--- config.mk ---
export PLATFORM = sky130hd
export DESIGN_NAME = mux_arbiter2
export DESIGN_NICKNAME = d
export VERILOG_FILES = /design/src/rtl/mux_arbiter2.sv
export SDC_FILE = /design/constraint.sdc
export NUM_CORES = 1
export LEC_CHECK = 0
export BUFFER_PORTS_ARGS = -buffer_cell sky130_fd_sc_hd__buf_2
export CAP_MARGIN = 30
export CORE_MARGIN = 5
export CORE_UTILIZATION = 44
export DETAILED_ROUTE_END_ITERATION = 12
export PLACE_DENSITY = 0.92
export SLEW_MARGIN = 20
export SYNTH_ARGS = -nofsm -noshare
export SYNTH_HDL_FRONTEND = slang
export SYNTH_SLANG_ARGS = --single-unit
--- constraint.sdc ---
create_clock -name clk -period 2.7 [get_ports clk]
set_input_delay 0.54 -clock clk [delete_from_list [all_inputs] [get_ports clk]]
set_output_delay 0.54 -clock clk [all_outputs]
set_load 0.02 [all_outputs]
--- src/rtl/mux_arbiter2.sv ---
// Two-requester round-robin arbiter that owns a shared WIDTH-bit 2:1 mux.
// It issues registered grants, supports bounded bursts and registers the selected beat with a valid flag.
module mux_arbiter2 #(
    parameter int WIDTH     = 64,
    parameter int MAX_BURST = 4
) (
    input  logic             clk,
    input  logic             reset,
    input  logic             req0,
    input  logic             req1,
    input  logic             last0,
    input  logic             last1,
    input  logic [WIDTH-1:0] data0,
    input  logic [WIDTH-1:0] data1,
    output logic             gnt0,
    output logic             gnt1,
    output logic             sel,
    output logic [WIDTH-1:0] out,
    output logic             valid
);

    localparam int          CNT_W       = (MAX_BURST > 1) ? $clog2(MAX_BURST) : 1;
    localparam logic [31:0] MAX_BURST_U = 32'(MAX_BURST);

    typedef enum logic [1:0] {
        IDLE = 2'd0,
        OWN0 = 2'd1,
        OWN1 = 2'd2
    } state_e;

    state_e             state_q, state_d;
    logic               prio_q, prio_d;
    logic [CNT_W-1:0]   count_q, count_d;
    logic               sel_q, sel_d;
    logic [WIDTH-1:0]   out_q, out_d;
    logic               valid_q, valid_d;
    logic               gnt0_q, gnt0_d;
    logic               gnt1_q, gnt1_d;

    logic               own_idx_s;
    logic               own_req_s;
    logic               own_last_s;
    logic               other_req_s;
    logic               at_max_s;
    logic               release_s;

    // Next-state, burst counting, round-robin priority and beat capture.
    always_comb begin
        state_d     = state_q;
        prio_d      = prio_q;
        count_d     = count_q;
        out_d       = out_q;
        valid_d     = 1'b0;
        own_idx_s   = (state_q == OWN1);
        own_req_s   = own_idx_s ? req1 : req0;
        own_last_s  = own_idx_s ? last1 : last0;
        other_req_s = own_idx_s ? req0 : req1;
        at_max_s    = ((32'(count_q) + 32'd1) == MAX_BURST_U);
        release_s   = 1'b0;

        case (state_q)
            IDLE: begin
                if (req0 && req1) begin
                    state_d = prio_q ? OWN1 : OWN0;
                end else if (req0) begin
                    state_d = OWN0;
                end else if (req1) begin
                    state_d = OWN1;
                end else begin
                    state_d = IDLE;
                end
            end
            OWN0, OWN1: begin
                if (own_req_s) begin
                    // A beat always uses the currently selected mux leg.
                    out_d     = sel_q ? data1 : data0;
                    valid_d   = 1'b1;
                    count_d   = count_q + CNT_W'(1);
                    release_s = own_last_s || at_max_s;
                end else begin
                    release_s = 1'b1;
                end

                if (release_s) begin
                    count_d = '0;
                    prio_d  = ~own_idx_s;
                    if (other_req_s) begin
                        state_d = own_idx_s ? OWN0 : OWN1;
                    end else if (own_req_s) begin
                        state_d = state_q;
                    end else begin
                        state_d = IDLE;
                    end
                end else begin
                    state_d = state_q;
                end
            end
            default: begin
                state_d = IDLE;
                count_d = '0;
            end
        endcase
    end

    // Grants and select follow the next owner; select holds while idle.
    always_comb begin
        gnt0_d = (state_d == OWN0);
        gnt1_d = (state_d == OWN1);
        if (state_d == OWN0) begin
            sel_d = 1'b0;
        end else if (state_d == OWN1) begin
            sel_d = 1'b1;
        end else begin
            sel_d = sel_q;
        end
    end

    // State and datapath registers with asynchronous clear.
    always_ff @(posedge clk or posedge reset) begin
        if (reset) begin
            state_q <= IDLE;
            prio_q  <= 1'b0;
            count_q <= '0;
            sel_q   <= 1'b0;
            out_q   <= '0;
            valid_q <= 1'b0;
            gnt0_q  <= 1'b0;
            gnt1_q  <= 1'b0;
        end else begin
            state_q <= state_d;
            prio_q  <= prio_d;
            count_q <= count_d;
            sel_q   <= sel_d;
            out_q   <= out_d;
            valid_q <= valid_d;
            gnt0_q  <= gnt0_d;
            gnt1_q  <= gnt1_d;
        end
    end

    assign gnt0  = gnt0_q;
    assign gnt1  = gnt1_q;
    assign sel   = sel_q;
    assign out   = out_q;
    assign valid = valid_q;

endmodule

Yosys cells after proc, flatten, opt, wreduce, memory -nomap -nowiden --
Index checks and enable logic that the tools add are counted.
Storage, ports and cells: logic and storage cells 48, bits in registers 73, bits of input ports 134, output and inout bits 68
Cells by class: reduce and logical (&&, ||, !) cells 8, bitwise gates (word level) 2, mux-type cells 22, add/sub/neg operators 2, equal/unequal tests 6
Operators with widths (number):
- $mux 64 | 1
- $mux 2 | 10
- $mux 1 | 9
- $pmux 2 s2 | 2
- $reduce_and 2->1 | 3
- $eq 2x1->1 const B | 2
- $eq 2x2->1 const B | 2
- $add 2x1->3 const B | 1
- $eq 3x3->1 const B | 1
- $ne 3x3->1 const B | 1
- $add 2x1->2 const B | 1
- $logic_not 2->1 | 1
- $not 1->1 | 2
- $reduce_bool 2->1 | 1
- $reduce_or 2->1 | 1
- $logic_and 1x1->1 | 1
- $logic_or 1x1->1 | 1

Longest topological paths before layout --
depth after elaboration 10, mapped depth 9

Least setup slack after synthesis --
Ideal clock, no wire load.
kind register -> register, from register state_q[0], to register sel_q (netlist: sel), path slack 0.391 ns, buffers on the path 0, period minus slack after synthesis 2.309 ns, stages on the path, launching flop included 10, data required time 2.573 ns, data arrival time 2.182 ns, cells stage by stage dfrtp_1 inv_1 ha_1 mux2i_1 a2111oi_4 or4_1 o211ai_1 ha_1 nand2_1 o21ai_0
Between the ends: longest elaborated chain between the ends 9
Ends and longest elaborated chain:
- from (decl) | line 31 | state_e state_q, state_d;
- from (signal assigned) | line 130 | state_q <= state_d;
- $eq 2x2->1 | line 54, 61
- $mux 1 | line 56 | own_last_s = own_idx_s ? last1 : last0;
- $logic_or 1x1->1 | line 79 | release_s = own_last_s || at_max_s;
- $mux 1 | line 74 | if (own_req_s) begin
- $mux 1 | line 61 | case (state_q)
- $mux 2 | line 84 | if (release_s) begin
- $pmux 2 s2 * | line 61
- named net state_d[1] | line 31
- $eq 2x1->1 / $eq 2x2->1 (equally long branches) | line 109, 111
- $mux 1 / $reduce_bool 2->1 (equally long branches)
- to (signal assigned) | line 133 | sel_q <= sel_d;
- to (decl) | line 34 | logic sel_q, sel_d;
The timed path passes the listed nets; every way through them passes the cells marked *. The select of a mux whose other input is x is not followed. A chain may end at the register's enable or synchronous reset.

Final worst setup path --
Ends and elaborated chain as after synthesis.

==> impl_metrics.csv <==
group,metric,value,unit
worst_setup_path,crit_path_start_kind,"register",
global_routing,grt_max_degree,68,
final_layout,multi_input_area,1550,um2
floorplanning,io_pins,202,
synthesis,synth_compound_area_frac,0.128,
flow_run,cap_viol_max_count,0,
floorplanning,die_h,98.9,um
sta,fmax,377,MHz
synthesis,synth.distinct_cells,27,
synthesis,synth_top_area_share,0.525,
sta,slew_viol_final,0,
synthesis,synthMuxAreaShare,0.190,
clock_network,h-tree-depth,3,
synthesis,ys_warn_count,0,
synthesis,syn_inst,333,
synthesis,synth-edff-count,0,
sta,min_period_over_period,0.983,
synthesis,synth-adder-area-share,0.0324,
worst_setup_path,worstPathRequired,2.92,ns
synthesis,ys_top_cells_by_area,"dfrtp_1 (53%), mux2i_1 (19%), o21ai_0 (8.1%), nand2_1 (7.6%), ha_1 (3.2%)",
final_layout,fillCellCount,624,
worst_setup_path,endpoint_kind,"register",
clock_network,clk_latency,0.34,ns
clock_network,numCtsBuffers,9,
routing,ant_nets,0,
power,power.leakage,0.00271,uW
hold_path,min_path_type,"in -> async",
power,powerDensity,1190,nW/um2
floorplanning,rows,32,
worst_setup_path,rr_worst_depth,9,
routing,totalWireLength,9.39,mm
sta,setup_viol,0,
routing,drc,0,
sta,slew-limit-headroom,0.537,
final_layout,area_delta_synth_final,38.9,%
clock_network,path_clk_slew,0.08,ns
floorplanning,coreArea,7730,um2
synthesis,ys_seq_elements,73,
synthesis,synth_top_family_by_area,"multiplexers",
clock_network,tritoncts,"done",
floorplanning,initial_utilization,0.450,
final_layout,final_util,0.625,
floorplanning,die_x,98.9,um
final_layout,diodes,0,
floorplanning,die-area,9780,um2
routing,wl_per_cell,14.7,um
synthesis,ys.flop_type,"dfrtp_1",
worst_setup_path,cp.arrival,2.88,ns
routing,routed_via_density,4.92,
final_layout,final_nets,673,
routing,drtPass1Iterations,4,
clock_network,clock-sinks,73,
clock_network,cts_root_buf,"clkbuf_8",
global_routing,grt_pass1_vias,3141,
sta,hold_viol,0,
worst_setup_path,setup.worst_path.class,"reg -> reg",
global_routing,grtUsageTotal,0.189,
worst_setup_path,r2r_start,"state_q[0]",
global_routing,grt_pass1_wl,14.9,mm
sta,finalSetupTns,0,ns
worst_setup_path,crit_fanout,5,
sta,tightest_slew,0.693,ns
synthesis,synthSimpleGateAreaFrac,0.0910,
routing,num_vias,3131,
synthesis,synth-async-reset-ratio,1.00,
worst_setup_path,regToRegSetupSlack,0.05,ns
placed_design,io_buffer_count,201,
synthesis,synth_area_per_cell,10.4,um2
placed_design,gp_congestion,0.993,
synthesis,synth_xor_area_frac,0,
sta,skew,0.00967,ns
clock_network,cts_buffer_depth,2,
synthesis,syn_nets,476,
power,totalPowerFinal,5760,uW
global_routing,antenna_found_initial,0,
global_routing,grt_overflow_total,0,
synthesis,synth.most_common_cell,"dfrtp_1",
sta,period_needed,2.65,ns
worst_setup_path,rr_endpoint,"sel",
final_layout,drive_above_1_share,0.422,
final_layout,seqCellArea,1830,um2
power,vdd_drop_max,676,uV
routing,first_iter_violations,72,
synthesis,ys_seq_area_frac,0.525,
clock_network,ctsHoldBuffers,0,
synthesis,synth.top_cells.by_count,"dfrtp_1 (73), nand2_1 (70), mux2i_1 (66)",
placed_design,hpwl,7.28,mm
outcome,status,"finished clean",
synthesis,synthesis.area,3480,um2
synthesis,netlist.top_cell.by_area,"dfrtp_1",
-- stage by stage --
stage | area (um2) | setup slack [ns] | instances | hold WS (ns)
floorplan | 3480 | 0.307 | 333 | 0.463
global placement | 4600 | 0.302 | 619 | 0.458
detailed placement | 4600 | 0.0606 | 619 | 0.466
CTS | 4810 | 0.0567 | 635 | 0.309
global route | 4830 | -0.0869 | 637 | 0.351
finish | 4830 | 0.0457 | 637 | 0.301
-- kinds of logic (layout without fill, tap and decap cells) --
logic type | Yosys count | in the layout
compound gates | 78 | 78
flops | 73 | 73
simple gates | 79 | 79
fa+ha+maj | 9 | 9
mux | 66 | 66
buf+inv | 28 | 230
-- state kept, by name, indices dropped and copies added, names as in the netlist --
name     flops
gnt1         1
sel          1
out         64
state_q      2
valid        1
gnt0         1
count_q      2
prio_q       1
-- final cells by class --
class	instances	share of cell area
Tap cell	102	0.0264
Sequential cell	73	0.379
Clock buffer	11	0.0272
Timing Repair Buffer	207	0.225
Inverter	7	0.00544
Multi-Input combinational cell	232	0.320
Clock inverter	5	0.0166
-- routing by layer --
layer	GRT usage	up-vias	wire length, um
met5	0	-	0
met4	0.0483	0	151
met3	0.0757	16	1010
met2	0.332	169	4730
met1	0.213	1396	3500
li1	-	1550	-
-- repair_timing --
| item | CTS | global route |
|---|---|---|
| setup endpoints to repair | 0 | 1 |
| buffers inserted | 0 | 2 |
| gates resized for setup | 0 | 1 |
-- critical path, stage by stage, from the launching register on --
cell and delay, ns:
dfrtp_1 0.40, inv_1 0.14, ha_1 0.29, mux2i_2 0.41
a2111oi_4 0.09, or4_1 0.58, o211ai_1 0.16, ha_1 0.30
nand2_1 0.08, o21ai_0 0.07
-- worst max-delay path by stage --
stage / end / startpoint
finish: sel / state_q[0]
global route: sel / state_q[0]
CTS: sel / state_q[0]
detailed placement: sel / state_q[0]
global placement: sel / state_q[0]
floorplan: count_q[0] / reset
-- layout by cell type (no fill, tap or decap), types with 2 or more instances in the layout --
master / netlist / routed
buf_2: 6 / 201
clkbuf_8: 0 / 9
inv_1: 7 / 6
o21ai_1: 12 / 12
o21ai_0: 56 / 56
ha_1: 9 / 9
nand3_1: 3 / 3
buf_12: 0 / 3
clkbuf_1: 11 / 2
o211ai_1: 2 / 2
buf_4: 1 / 3
bufinv_16: 0 / 2
clkinvlp_4: 0 / 2
nand2_1: 70 / 70
dfrtp_1: 73 / 72
mux2i_1: 66 / 65
-- power by group --
part           total, uW  internal, uW  switching, uW
combinational       2870          1100           1770
sequential          1970          1620            352
clock                918           520            398
total               5760          3240           2520
Note: power is estimated with default switching activity, not from simulation.
